--- src/rtl/mult_share_ctrl.sv ---
// Shared shift-add multiplier: arbitrates two requesters onto one datapath, one multiplier bit per cycle.
// The product is held on the result port until accepted; grant priority flips to the other requester after each result.
module mult_share_ctrl #(
  parameter int WIDTH = 4
) (
  input  logic               clk,
  input  logic               rst,
  input  logic               req0_valid,
  output logic               req0_ready,
  input  logic [WIDTH-1:0]   req0_a,
  input  logic [WIDTH-1:0]   req0_b,
  input  logic               req1_valid,
  output logic               req1_ready,
  input  logic [WIDTH-1:0]   req1_a,
  input  logic [WIDTH-1:0]   req1_b,
  output logic               res_valid,
  input  logic               res_ready,
  output logic               res_id,
  output logic [2*WIDTH-1:0] res_p,
  output logic               busy
);

  localparam int CW = $clog2(WIDTH);
  localparam int PW = 2 * WIDTH;

  typedef enum logic [1:0] {
    IDLE = 2'd0,
    CALC = 2'd1,
    DONE = 2'd2
  } state_t;

  state_t           state_q, state_d;
  logic             prio_q, prio_d;
  logic             id_q, id_d;
  logic [WIDTH-1:0] a_q, a_d;
  logic [WIDTH-1:0] b_q, b_d;
  logic [PW-1:0]    acc_q, acc_d;
  logic [CW-1:0]    cnt_q, cnt_d;
  logic             gnt0, gnt1;

  always_ff @(posedge clk or posedge rst) begin
    if (rst) begin
      state_q <= IDLE;
      prio_q  <= 1'b0;
      id_q    <= 1'b0;
      a_q     <= '0;
      b_q     <= '0;
      acc_q   <= '0;
      cnt_q   <= '0;
    end else begin
      state_q <= state_d;
      prio_q  <= prio_d;
      id_q    <= id_d;
      a_q     <= a_d;
      b_q     <= b_d;
      acc_q   <= acc_d;
      cnt_q   <= cnt_d;
    end
  end

  always_comb begin
    state_d    = state_q;
    prio_d     = prio_q;
    id_d       = id_q;
    a_d        = a_q;
    b_d        = b_q;
    acc_d      = acc_q;
    cnt_d      = cnt_q;
    req0_ready = 1'b0;
    req1_ready = 1'b0;

    // A lone valid requester wins; on contention the prio requester wins.
    gnt0 = req0_valid && (!req1_valid || !prio_q);
    gnt1 = req1_valid && (!req0_valid || prio_q);

    case (state_q)
      IDLE: begin
        req0_ready = gnt0;
        req1_ready = gnt1;
        if (gnt0 || gnt1) begin
          a_d     = gnt1 ? req1_a : req0_a;
          b_d     = gnt1 ? req1_b : req0_b;
          id_d    = gnt1;
          acc_d   = '0;
          cnt_d   = '0;
          state_d = CALC;
        end
      end
      CALC: begin
        if (b_q[cnt_q]) begin
          acc_d = acc_q + ({{WIDTH{1'b0}}, a_q} << cnt_q);
        end
        cnt_d = cnt_q + 1'b1;
        if (cnt_q == CW'(WIDTH - 1)) begin
          state_d = DONE;
        end
      end
      DONE: begin
        if (res_ready) begin
          state_d = IDLE;
          prio_d  = ~id_q;
        end
      end
      default: begin
        state_d = IDLE;
      end
    endcase
  end

  assign res_valid = (state_q == DONE);
  assign res_p     = acc_q;
  assign res_id    = id_q;
  assign busy      = (state_q != IDLE);

endmodule

--- config.mk ---
export PLATFORM = sky130hd
export DESIGN_NAME = mult_share_ctrl
export DESIGN_NICKNAME = d
export VERILOG_FILES = /design/src/rtl/mult_share_ctrl.sv
export SDC_FILE = /design/constraint.sdc
export NUM_CORES = 1
export LEC_CHECK = 0
export ABC_AREA = 1
export CORE_ASPECT_RATIO = 1.5
export CORE_MARGIN = 2
export CORE_UTILIZATION = 27
export CTS_CLUSTER_DIAMETER = 200
export CTS_CLUSTER_SIZE = 10
export DETAILED_ROUTE_END_ITERATION = 7
export GPL_TIMING_DRIVEN = 1
export PLACE_DENSITY = 0.54
export SLEW_MARGIN = 20
export SYNTH_ARGS = -nofsm -noshare
export SYNTH_HDL_FRONTEND = slang
export SYNTH_SLANG_ARGS = --single-unit
--- constraint.sdc ---
create_clock -name clk -period 1.7 [get_ports clk]
set_input_delay 0.255 -clock clk [delete_from_list [all_inputs] [get_ports clk]]
set_output_delay 0.255 -clock clk [all_outputs]
set_load 0.03 [all_outputs]
# == Word-level counts from Yosys, hierarchy flattened ==
# Cells that the tools add are included.
# totals
output_inout_bits,13
elab_cells,50
input_bits,21
register_bits,22
# op_classes
reduce_logical,16
n_eq_ne,7
add_sub_neg,2
mux,15
order_cmp,1
bitwise_logic,1
shifts,1
# ops
operator,n
$mux 8,2
$pmux 8 s2,1
$add 8x8->8,1
$mux 2,4
$mux 4,2
$shl 4x2->8,1
$ne 2x2->1 const B,3
$pmux 2 s3,1
$reduce_and 2->1,3
$reduce_and 3->1,2
$eq 2x2->1 const B,2
$pmux 2 s2,1
$reduce_bool 2->1,2
$logic_not 1->1,3
$logic_or 1x1->1,3
$lt 2x3->1 const B,1
$mux 1,3
$add 2x1->2 const B,1
$bmux 1 s2,1
$eq 2x1->1 const B,1
$logic_and 1x1->1,2
$logic_not 2->1,1
$ne 2x1->1 const B,1
$not 1->1,1

# == Logic depth before layout (Yosys ltp) ==
# Gate-level depths: netlist of run 1.
# logic_depth
word_depth,6
depth_mapped,12
ltp_nobuf,12

# == Worst setup path after synthesis of run 1 ==
# OpenSTA, ideal clock, no wires.
# synth_timing
path_type,register to output
startpoint,register state_q[0]
endpoint,output req0_ready
setup_slack_ps,-70
required_time_ps,1445
path_buffers,0
stages_incl_launch_ff,4
arrival_ps,1515
cell_sequence,dfrtp_1 > nor2_1 > inv_1 > a211oi_1
# synth_between
elab_chain_cells,2
# synth_lines
element,line,text
start: declaration,32,"state_t state_q, state_d;"
start signal: assignment,51,state_q <= state_d;
$logic_not 2->1,76,case (state_q)
$mux 1,76,
end: declaration,9,"output logic req0_ready,"
# No other way between the ends.

# == Final worst setup path of run 1 ==
# layout_timing
startpoint,register cnt_q[0]
endpoint,"register acc_q[6], in the netlist res_p[6]"
# layout_between
elab_chain_cells,4
word_cells_on_any_way,8
cone_classes,1 x add/sub; 1 x eq/ne; 1 x shift; 4 x mux; 1 x reduce/logical
# layout_lines
element,line,text
start: declaration,38,"logic [CW-1:0] cnt_q, cnt_d;"
start signal: assignment,57,cnt_q <= cnt_d;
$shl 4x2->8 or $bmux 1 s2 (tied branches),"91, 90",
$add 8x8->8 or $mux 1 (tied branches),"91, 90",
$mux 8 or $ne 2x2->1 (tied branches),n/a,
$pmux 8 s2 or $reduce_and 3->1 (tied branches),n/a,
end signal: assignment,48,acc_q <= '0;
end signal: assignment,56,acc_q <= acc_d;
end: declaration,37,"logic [PW-1:0] acc_q, acc_d;"
# Parallel ways exist; a longest one is shown, timed or not. The select of a mux whose other input is x is not followed.
# A chain may end at the register's enable or synchronous reset.

==> impl_metrics.json, run 1 <==
{
  "status": "finished with violations",
  "failed_checks": "negative setup slack",
  "power.switching_mw": 1.78,
  "area_growth_pct": 43.4,
  "power_density_nw_per_um2": 1890,
  "fin_skew_ps": 5.58,
  "ant_nets": 0,
  "globalRouteTotalUtil": 0.126,
  "rows": 32,
  "clkLatencyLatePin_ps": 260,
  "drive_above_1_share": 0.195,
  "ys_seq_elements": 22,
  "hold_viol": 0,
  "synth_area_per_cell_um2": 7.53,
  "wl_per_cell_um": 10.4,
  "post-route-drc-count": 0,
  "fp.dieW_um": 63.5,
  "die_h_um": 93.2,
  "grt_max_degree": 23,
  "drtIter0Drc": 36,
  "final_area_um2": 2050,
  "power.share.combinational": 0.661,
  "synth_area_leader_cell": "dfrtp_1",
  "synth.distinct_cells": 25,
  "clock-sinks": 22,
  "ys_warn_count": 0,
  "slew-limit-headroom": 0.785,
  "p_seq_frac": 0.253,
  "worst_ep_arrival_time_ps": 2000,
  "slew_violations": 0,
  "ys_seq_area_frac": 0.385,
  "setup_tns_ps": -439,
  "hp-class": "input port to async pin",
  "period_minus_slack_ps": 1840,
  "cap_violations": 0,
  "dieArea_um2": 5910,
  "dp_hpwl_um": 2610,
  "start_util": 0.279,
  "netlist_instances": 190,
  "fillCellCount": 587,
  "final_common_cell": "nand2_1",
  "rsz0062_at_grt": "yes",
  "grt_pass1_wl_um": 5880,
  "antenna_found_initial": 0,
  "root_buffer": "clkbuf_8",
  "peakVddDrop_v": 0.000492,
  "io_buffer_count": 33,
  "postLayoutCoreUtil": 0.401,
  "p_clk_frac": 0.086,
  "gp_congestion": 0.752,
  "placed_cell_area_um2": 1960,
  "overflow": 0,
  "crit_path_end_kind": "flop",
  "antenna_cells": 0,
  "cts_tree": "yes",
  "worstMarginPinSlew_ps": 323,
  "cts.htree.levels": 1,
  "grt_pass1_vias": 1394,
  "io_pins": 34,
  "start_kind": "flop",
  "worstSetupPathType": "flop to flop",
  "drtPass1Iterations": 4,
  "netlist_area_um2": 1430,
  "worstPathRequired_ps": 1860,
  "viasPerCell": 4.37,
  "switching_share": 0.458,
  "worst-path-max-fanout": 7,
  "cts_max_path_buffers": 2,
  "p_int_mw": 2.11,
  "routed_wl_um": 3220,
  "power_mw": 3.89,
  "fmax_mhz": 543,
  "final.period_utilization": 1.08,
  "syn_nets": 220,
  "cts_made_buffers": 3,
  "synth_top_area_frac": 0.385,
  "worst_slack_ps": -143,
  "num-nets-final": 273,
  "core_area_um2": 5120,
  "leakagePower_nw": 1.05,
  "clk_pin_slew_worst_paths_ps": 80,
  "vias": 1349,
  "setup_viol": 5,
  "layout_common_cells": "nand2_1, clkdlybuf4s50_1, inv_1, dfrtp_1, buf_4",
  "synth_area_leaders": "dfrtp_1, nand2_1, ha_1"
}
sequential cells by signal, indices dropped and copies added, names as in the netlist:
name	flops
prio_q	1
state_q	2
b_q	4
a_q	4
cnt_q	2
res_p	8
res_id	1
routing by layer:
layer	up-vias	global-route usage	share of wire
met4	0	0.0743	0.040
met2	33	0.231	0.53
met5	-	0	0
li1	711	-	-
met1	594	0.136	0.40
met3	11	0.0156	0.028
cell usage after synthesis:
cell      count
nand2_1      57
inv_1        24
dfrtp_1      22
o21ai_0      17
nand3_1      11
o21ai_1      10
ha_1          8
nor2_1        8
a21oi_1       5
buf_2         3
inv_2         3
mux2i_1       3
xnor2_1       3
buf_6         2
nand2_2       2
nand4_1       2
o21ai_2       2
a211oi_1      1
fa_1          1
inv_4         1
nand3_2       1
nor2_4        1
nor3_1        1
o21ai_4       1
o31ai_1       1
power by group through the flow:
stage                     clock network (mW)  logic (mW)  registers [mW]
final                                  0.332        2.57           0.983
after CTS                              0.340        2.50           0.979
after global routing                   0.370        2.89            1.02
after detailed placement                   0        2.37           0.982
after floorplan                            0        1.43            1.06
after global placement                     0        2.35           0.979
area by class of cell:
cell class,count,area (um^2),share of cell area
Clock buffer,3,41.3,0.0201
Inverter,28,108,0.0524
Multi-Input combinational cell,135,781,0.380
Sequential cell,22,552,0.269
Tap cell,68,85.1,0.0414
Timing Repair Buffer,53,487,0.237
what timing repair did:
action                                 CTS  global route
endpoints found under the hold margin    0             0
gates resized for setup                 11             9
buffers inserted                         1             0
pin swaps                                5             8
hold buffers                             0             0
setup endpoints to repair                8             9
stage by stage:
stage | hold slack, ps | std cells | setup slack (ps)
floorplan | 244 | 190 | -33.9
global placement | 475 | 305 | -145
detailed placement | 482 | 305 | -153
CTS | 337 | 309 | -115
global route | 365 | 309 | -277
finish | 321 | 309 | -143
worst paths after layout:
check | slack, ps | end | from | cells past startpoint
max | -140 | res_p[6] | cnt_q[0] | 10
min | 320 | res_p[5] | rst | 3
max reg2reg | -140 | res_p[6] | cnt_q[0] | 10
min reg2reg | 500 | b_q[0] | b_q[0] | 2
max in group asynchronous | 1140 | cnt_q[0] | rst | 3
min in group clk | 500 | b_q[0] | b_q[0] | 2
kinds of logic after synthesis:
family / after synthesis / share of synthesized area
xor gates and xnor gates: 3 / 0.0184
adders and majority gates: 9 / 0.0839
muxes: 3 / 0.0210
DFF: 22 / 0.385
AOI/OAI and AO/OA: 37 / 0.146
and+or+nand+nor: 83 / 0.245
buffers and inverters: 33 / 0.101
worst max-delay path, cell delays in order (launching register included):
cell and delay, ps:
dfrtp_2 450, mux2i_2 260, o21ai_1 90, ha_1 340
nand2_1 70, inv_1 80, nand4_1 140, nand3_1 120
nand2_1 50, nand3_1 70, nand2_1 60
No activity file was read; power rests on OpenSTA's default activity.
==> inputs of run 2 (changes only) <==
--- a/config.mk
+++ b/config.mk
@@ -14,6 +14,7 @@
 export DETAILED_ROUTE_END_ITERATION = 7
 export GPL_TIMING_DRIVEN = 1
 export PLACE_DENSITY = 0.54
+export SETUP_SLACK_MARGIN = 0.4
 export SLEW_MARGIN = 20
 export SYNTH_ARGS = -nofsm -noshare
 export SYNTH_HDL_FRONTEND = slang
==> impl_metrics.json, run 2 (same netlist as run 1, synthesis figures left out) <==
{
  "r2r-start": "cnt_q[0]",
  "fillCellCount": 563,
  "failed_checks": "negative setup slack",
  "p_seq_frac": 0.227,
  "rsz0062_at_grt": "yes",
  "clkLatencyLatePin_ps": 260,
  "hp-class": "input port to async pin",
  "vias": 1380,
  "post-route-drc-count": 0,
  "io_buffer_count": 33,
  "fin_skew_ps": 2.24,
  "io_pins": 34,
  "antenna_found_initial": 0,
  "drtIter0Drc": 39,
  "worst_slack_ps": -178,
  "ant_nets": 0,
  "start_util": 0.279,
  "rows": 32,
  "drtPass1Iterations": 4,
  "antenna_cells": 0,
  "num-nets-final": 285,
  "wl_per_cell_um": 10.8,
  "grt_pass1_wl_um": 5900,
  "clk_pin_slew_worst_paths_ps": 80,
  "viasPerCell": 4.29,
  "area_growth_pct": 61.7,
  "r2r_cells": 9,
  "leakagePower_nw": 1.12,
  "worstPathRequired_ps": 1860,
  "power_density_nw_per_um2": 1990,
  "p_int_mw": 2.51,
  "postLayoutCoreUtil": 0.452,
  "drive_above_1_share": 0.394,
  "routed_wl_um": 3480,
  "core_area_um2": 5120,
  "start_kind": "flop",
  "reg2reg_to": "res_p[6]",
  "dieArea_um2": 5910,
  "die_h_um": 93.2,
  "period_minus_slack_ps": 1880,
  "cts_tree": "yes",
  "gp_congestion": 0.803,
  "cts.htree.levels": 1,
  "layout_common_cells": "nand2_1, buf_4, dfrtp_1, clkdlybuf4s50_1, inv_1",
  "final.period_utilization": 1.10,
  "slew_violations": 0,
  "grt_max_degree": 23,
  "grt_pass1_vias": 1334,
  "globalRouteTotalUtil": 0.125,
  "critPathLaunch": "cnt_q[0]",
  "dp_hpwl_um": 2540,
  "status": "finished with violations",
  "power.switching_mw": 2.09,
  "fmax_mhz": 533,
  "setup_viol": 6,
  "largest_register_ffs": 8,
  "switching_share": 0.454,
  "cts_made_buffers": 3,
  "power.share.combinational": 0.690,
  "slew-limit-headroom": 0.770,
  "reg2reg_setup_slack_ps": -180,
  "clock-sinks": 22,
  "peakVddDrop_v": 0.000622,
  "worst_ep_arrival_time_ps": 2040,
  "worstSetupPathType": "flop to flop",
  "timing.hold.ws_ps": 326,
  "worst-path-max-fanout": 7,
  "hold_viol": 0,
  "p_clk_frac": 0.084,
  "cap_violations": 0,
  "cts_max_path_buffers": 2,
  "final_common_cell": "nand2_1",
  "root_buffer": "clkbuf_8",
  "fp.dieW_um": 63.5,
  "crit_path_end_kind": "flop",
  "worstMarginPinSlew_ps": 345,
  "overflow": 0
}
-- run 2: cell types whose count changed in the layout (fill, tap and decap cells not counted), moves of 5 or more --
cell / change
nand2_1: -5
buf_4: +5
clkbuf_2: +7
inv_1: -7
clkdlybuf4s50_1: -10
buf_6: +8
-- run 2: final cells by class --
type | count | area, um^2 | area share
Clock buffer | 4 | 55.1 | 0.0238
Inverter | 28 | 115 | 0.0497
Multi-Input combinational cell | 135 | 927 | 0.401
Sequential cell | 22 | 554 | 0.239
Tap cell | 68 | 85.1 | 0.0368
Timing Repair Buffer | 65 | 578 | 0.250
-- run 2: power by group through the flow --
stage / logic, mW / clock network [mW] / registers, mW
6_report: 3.17 / 0.385 / 1.04
3_5_place_dp: 2.38 / 0 / 0.992
4_1_cts: 2.67 / 0.395 / 0.998
3_3_place_gp: 2.35 / 0 / 0.986
2_1_floorplan: 1.46 / 0 / 1.06
5_1_grt: 3.53 / 0.422 / 1.08
-- run 2: critical path, stage by stage (launching register included) --
cell and delay, ps:
dfrtp_2 500, mux2i_2 250, mux2i_1 100, ha_1 370
buf_4 130, nand4_1 150, nand3_1 110, nand2_1 50
nand3_1 70, nand2_1 50
-- run 2: worst max-delay path by stage --
| stage | endpoint | slack [ps] |
|---|---|---|
| final | res_p[6] | -180 |
| after global placement | res_p[6] | -130 |
| after floorplan | res_p[7] | -30 |
| after CTS | res_p[7] | -80 |
| after global routing | res_p[6] | -280 |
| after detailed placement | res_p[6] | -140 |
-- run 2: timing repair --
| item | in CTS | in global routing |
|---|---|---|
| hold endpoints to repair | 0 | 0 |
| setup buffers | 7 | 8 |
| setup endpoints to repair | 22 | 21 |
| pin swaps | 12 | 15 |
| gates resized for setup | 62 | 39 |
| hold buffers | 0 | 0 |
-- run 2: layer usage --
layer  track usage  share of wire
met5             0              0
met4        0.0380          0.019
met3        0.0144          0.026
met2         0.245           0.56
met1         0.137           0.39
-- run 2: stage by stage --
stage               TNS, ps  worst slack [ps]  instances  power [mW]  instance area, um^2
finish                 -578              -178        322        4.60                 2310
global route          -1210              -277        322        5.03                 2310
CTS                    -288             -84.0        314        4.06                 2150
detailed placement     -684              -138        303        3.37                 1960
global placement       -486              -129        303        3.34                 1960
floorplan             -34.3             -28.0        190        2.52                 1450
==> variant 1, RTL diff (settings of run 1) <==
`WIDTH`: 4 -> 8.
--- a/src/rtl/mult_share_ctrl.sv
+++ b/src/rtl/mult_share_ctrl.sv
@@ -3,3 +3,3 @@
 module mult_share_ctrl #(
-  parameter int WIDTH = 4
+  parameter int WIDTH = 8
 ) (
Ports: changed (5 resized); port bits go from 34 to 58. The function was not compared with the original's and may differ.
==> variant 1 against run 1 <==
The flow still finishes with violations (negative setup slack); sequential share of layout area decreased by 7.4 points; worst setup slack got worse by 0.38 ns; utilization increased by 5.7 points; total power increased to 2.9 times the old value; clock skew increased by 0.0035 ns; critical path type unchanged; routed wire length increased to 2.8 times the old value; sequential cell count increased by 17; largest cell class unchanged; synthesized area increased by 110%; cell area increased by 140%.
==> variant 1: results <==
route:
  first_iter_violations: 105
  vias_per_cell: 4.52
outcome:
  outcome: "finished with violations"
  violations: "negative setup slack"
clocking:
  clock_latency_ns: 0.29
  htree_levels: 2
  cts_buffers: 5
  root_buffer: "clkbuf_16"
sta:
  setup_viol: 15
  holdWs_ns: 0.321
  setup_ws_ns: -0.525
  fin_worst_skew_ns: 0.00912
  setup_tns_ns: -6.41
logic_synthesis:
  yosysSeqAreaShare: 0.326
  synth_fp_nets: 495
  synthTopCellsByCount: "168 x nand2_1, 53 x inv_1, 39 x dfrtp_1"
  synth_area_leaders: "dfrtp_1 33%, nand2_1 21%, ha_1 7.1%"
  synth_cell_types: 29
power:
  p_leak_nw: 2.56
  peakVddDrop_uv: 825
  p_sw_frac: 0.481
place:
  gp_congestion: 0.852
  pre_cts_ws_ns: -0.723
  port_buffers: 57
  hpwl_um: 6710
grt:
  grt_pass1_vias: 3223
  grt_usage: 0.143
  grt_pass1_wl_um: 14100
  grt_start_max_net_pins: 35
critical_path:
  r2r_end: "res_p[12]"
  reg2regPathDepth: 15
  cp.arrival_ns: 2.41
final_layout:
  nets: 611
  drive_gt1_frac: 0.359
  fillers: 1093
variant 1: power by group through the flow:
stage               clock [W]  sequential (W)  combinational (W)
finish               0.000957         0.00179            0.00858
global route          0.00102         0.00184            0.00942
CTS                  0.000981         0.00172            0.00683
detailed placement          0         0.00173            0.00619
global placement            0         0.00172            0.00612
floorplan                   0         0.00188            0.00368
variant 1: worst max-delay path by stage:
stage	startpoint	end	slack [ns]	cells after the start
after floorplan	cnt_q[0]	res_p[13]	-0.35	14
after global placement	cnt_q[0]	res_p[13]	-0.70	15
after detailed placement	cnt_q[0]	res_p[13]	-0.72	15
after CTS	cnt_q[0]	res_p[15]	-0.51	15
after global routing	cnt_q[0]	res_p[13]	-0.68	15
final	cnt_q[0]	res_p[12]	-0.53	15
variant 1: cells by family after synthesis:
kind of cell / after synthesis / synth area share
fa+ha+maj: 18 / 0.0779
buf+inv: 68 / 0.0975
compound gates: 54 / 0.0946
xor+xnor: 2 / 0.00586
mux: 18 / 0.0603
simple gates: 241 / 0.337
flops: 39 / 0.326
variant 1: timing repair:
| action | CTS | global route |
|---|---|---|
| endpoints found under the setup margin | 20 | 19 |
| pin swaps | 16 | 52 |
| gates cloned | 0 | 1 |
| buffers inserted | 10 | 9 |
| resized for setup | 37 | 108 |
variant 1: per-stage QoR:
stage / instances / instance area, um2
after global routing: 704 / 5010
after detailed placement: 678 / 4150
final: 704 / 5010
after CTS: 696 / 4490
after floorplan: 440 / 3060
after global placement: 678 / 4150
variant 1: cell type report:
type	instances	share of cell area
Tap cell	147	0.0367
Sequential cell	39	0.195
Inverter	54	0.0415
Timing Repair Buffer	123	0.243
Multi-Input combinational cell	333	0.454
Clock inverter	3	0.00400
Clock buffer	5	0.0250
variant 1: worst max-delay path: stages (launching register included):
cell and delay (ns):
dfrtp_2 0.47, clkinv_4 0.11, buf_6 0.10, nand2_4 0.04
nor3_4 0.17, ha_4 0.19, inv_2 0.04, fa_2 0.36
inv_2 0.09, nand3_2 0.09, nand3_4 0.12, nand3_2 0.10
nand3_2 0.07, nand2_2 0.05, nand3_2 0.07, nand2_1 0.05
variant 1: per-layer routing:
| layer | GRT usage | wire, um | vias up |
|---|---|---|---|
| met4 | 0.0573 | 298 | 0 |
| met5 | 0 | 0 | - |
| met3 | 0.0205 | 258 | 18 |
| met1 | 0.143 | 3340 | 1465 |
| met2 | 0.291 | 5130 | 58 |
| li1 | - | - | 1644 |
==> variant 2, RTL diff (config.mk and constraints of run 1) <==
Without the edit above. Take the reset off `a_q` and `b_q` and load them in a clocked block of their own.
--- a/src/rtl/mult_share_ctrl.sv
+++ b/src/rtl/mult_share_ctrl.sv
@@ -45,4 +45,2 @@
       id_q    <= 1'b0;
-      a_q     <= '0;
-      b_q     <= '0;
       acc_q   <= '0;
@@ -53,4 +51,2 @@
       id_q    <= id_d;
-      a_q     <= a_d;
-      b_q     <= b_d;
       acc_q   <= acc_d;
@@ -58,2 +54,7 @@
     end
+  end
+
+  always_ff @(posedge clk) begin
+    a_q <= a_d;
+    b_q <= b_d;
   end
Check against the original RTL: same outputs for any inputs over 10 cycles, from zero or initial values and one cycle with rst high; that may be too few to reach the edited logic, so the function may still have changed.
==> variant 2 against run 1 <==
The run still ends with negative setup slack left; worst setup slack got worse by 0.016 ns; first-iteration DRC count shrank 83%; fmax down 0.84%; sequential cell count unchanged; synthesized area down 0.35%; cell area grew 0.43%; total power shrank 1.2%; hold slack worse by 0.036 ns; routed wire length shrank 4.2%; clock power rose by 2%; sequential power down 0.5%; critical path type unchanged; largest cell class unchanged; largest power group unchanged; highest routed layer unchanged.
==> variant 2: results <==
route:
  first_iter_violations: 6
  vias_per_cell: 4.21
  routed_wl_um: 3080
logic_synthesis:
  synth_area_leaders: "dfrtp_1 25%, nand2_1 20%, edfxtp_1 17%"
  synth-edff-count: 8
  synth_cell_types: 30
  yosysSeqAreaShare: 0.414
  yosys_warnings: 0
  synth_ff_type: "dfrtp_1"
  synthTopCellsByCount: "75 x nand2_1, 14 x dfrtp_1, 10 x inv_1"
  async_reset_ff_frac: 0.636
  synth_fp_nets: 206
outcome:
  outcome: "finished with violations"
  violations: "negative setup slack"
place:
  gp_congestion: 0.776
  pre_cts_ws_ns: -0.273
  hpwl_um: 2450
  placed_cell_area_mm2: 0.00192
final_layout:
  drive_gt1_frac: 0.251
  diodes: 0
  nets: 258
  largest_reg_flops: 8
power:
  peakVddDrop_uv: 859
  p_leak_nw: 1.02
  p_int_w: 0.00207
grt:
  grt_start_max_net_pins: 15
  grt_usage: 0.114
  grt_pass1_vias: 1223
  grt_pass1_wl_um: 5240
critical_path:
  cp_max_fo: 8
  cp.arrival_ns: 2.02
clocking:
  clock_latency_ns: 0.26
  clockBufferDepth: 2
  cts_buffers: 3
sta:
  slew_viol_final: 0
  fin_worst_skew_ns: 0.00360
  maxSlewHeadroom: 0.788
  setup_ws_ns: -0.158
  setup_viol: 6
hold_path:
  hold_class: "input pin to asynchronous set/reset pin"
## variant 2: cell families after synthesis
kind of cell	synth area share
compound gates	0.0719
mux	0.0211
buf+inv	0.0632
simple gates	0.333
fa+ha+maj	0.0842
xor+xnor	0.0123
flops	0.414
## variant 2: final timing paths
check	endpoint	slack [ns]	depth (start not counted)	start
max reg2reg	res_p[6]	-0.16	8	cnt_q[0]
min	res_p[7]	0.28	3	rst
min in group clk	prio_q	0.48	1	res_id
max	res_p[6]	-0.16	8	cnt_q[0]
min reg2reg	prio_q	0.48	1	res_id
max in group asynchronous	cnt_q[0]	1.22	3	rst
## variant 2: area by class of cell
type,count,area (um2)
Clock buffer,4,45.0
Fill cell,556,3060
Inverter,19,73.8
Multi-Input combinational cell,133,801
Sequential cell,22,592
Tap cell,68,85.1
Timing Repair Buffer,49,465
## variant 2: repair_timing
action	in CTS	in global routing
endpoints found under the setup margin	8	7
hold buffers	0	0
pin swaps	5	4
buffers inserted	3	2
gates resized for setup	14	9
## variant 2: power groups by stage
stage	Sequential (W)	Combinational, W	Clock, W
floorplan	0.00106	0.00144	0
global placement	0.000977	0.00231	0
detailed placement	0.000978	0.00232	0
CTS	0.000982	0.00245	0.000352
global route	0.00101	0.00278	0.000373
finish	0.000978	0.00252	0.000338
## variant 2: worst max-delay path, cell delays in order, from the launching register on
cell      delay [ns]
dfrtp_2         0.46
mux2i_2         0.26
mux2i_1         0.10
ha_1            0.32
or2_1           0.24
nand3b_1        0.12
nand3b_1        0.12
nand3_2         0.09
nand2_1         0.05
## variant 2: per-stage QoR
step	hold WS (ns)	cells	TNS, ns	power, W	utilization
finish	0.285	295	-0.465	0.00384	0.402
global route	0.327	295	-1.15	0.00416	0.402
CTS	0.290	294	-0.464	0.00378	0.395
detailed placement	0.476	287	-1.07	0.00330	0.375
global placement	0.484	287	-0.996	0.00328	0.375
floorplan	0.144	176	-0.0126	0.00251	-
## variant 2: routing by layer
metal | part of all wire | global-route usage | up-vias
met2 | 0.58 | 0.232 | 27
met3 | 0.031 | 0.0168 | 5
met1 | 0.37 | 0.106 | 545
met4 | 0.019 | 0.0543 | 0
li1 | - | - | 664
met5 | 0 | 0 | -
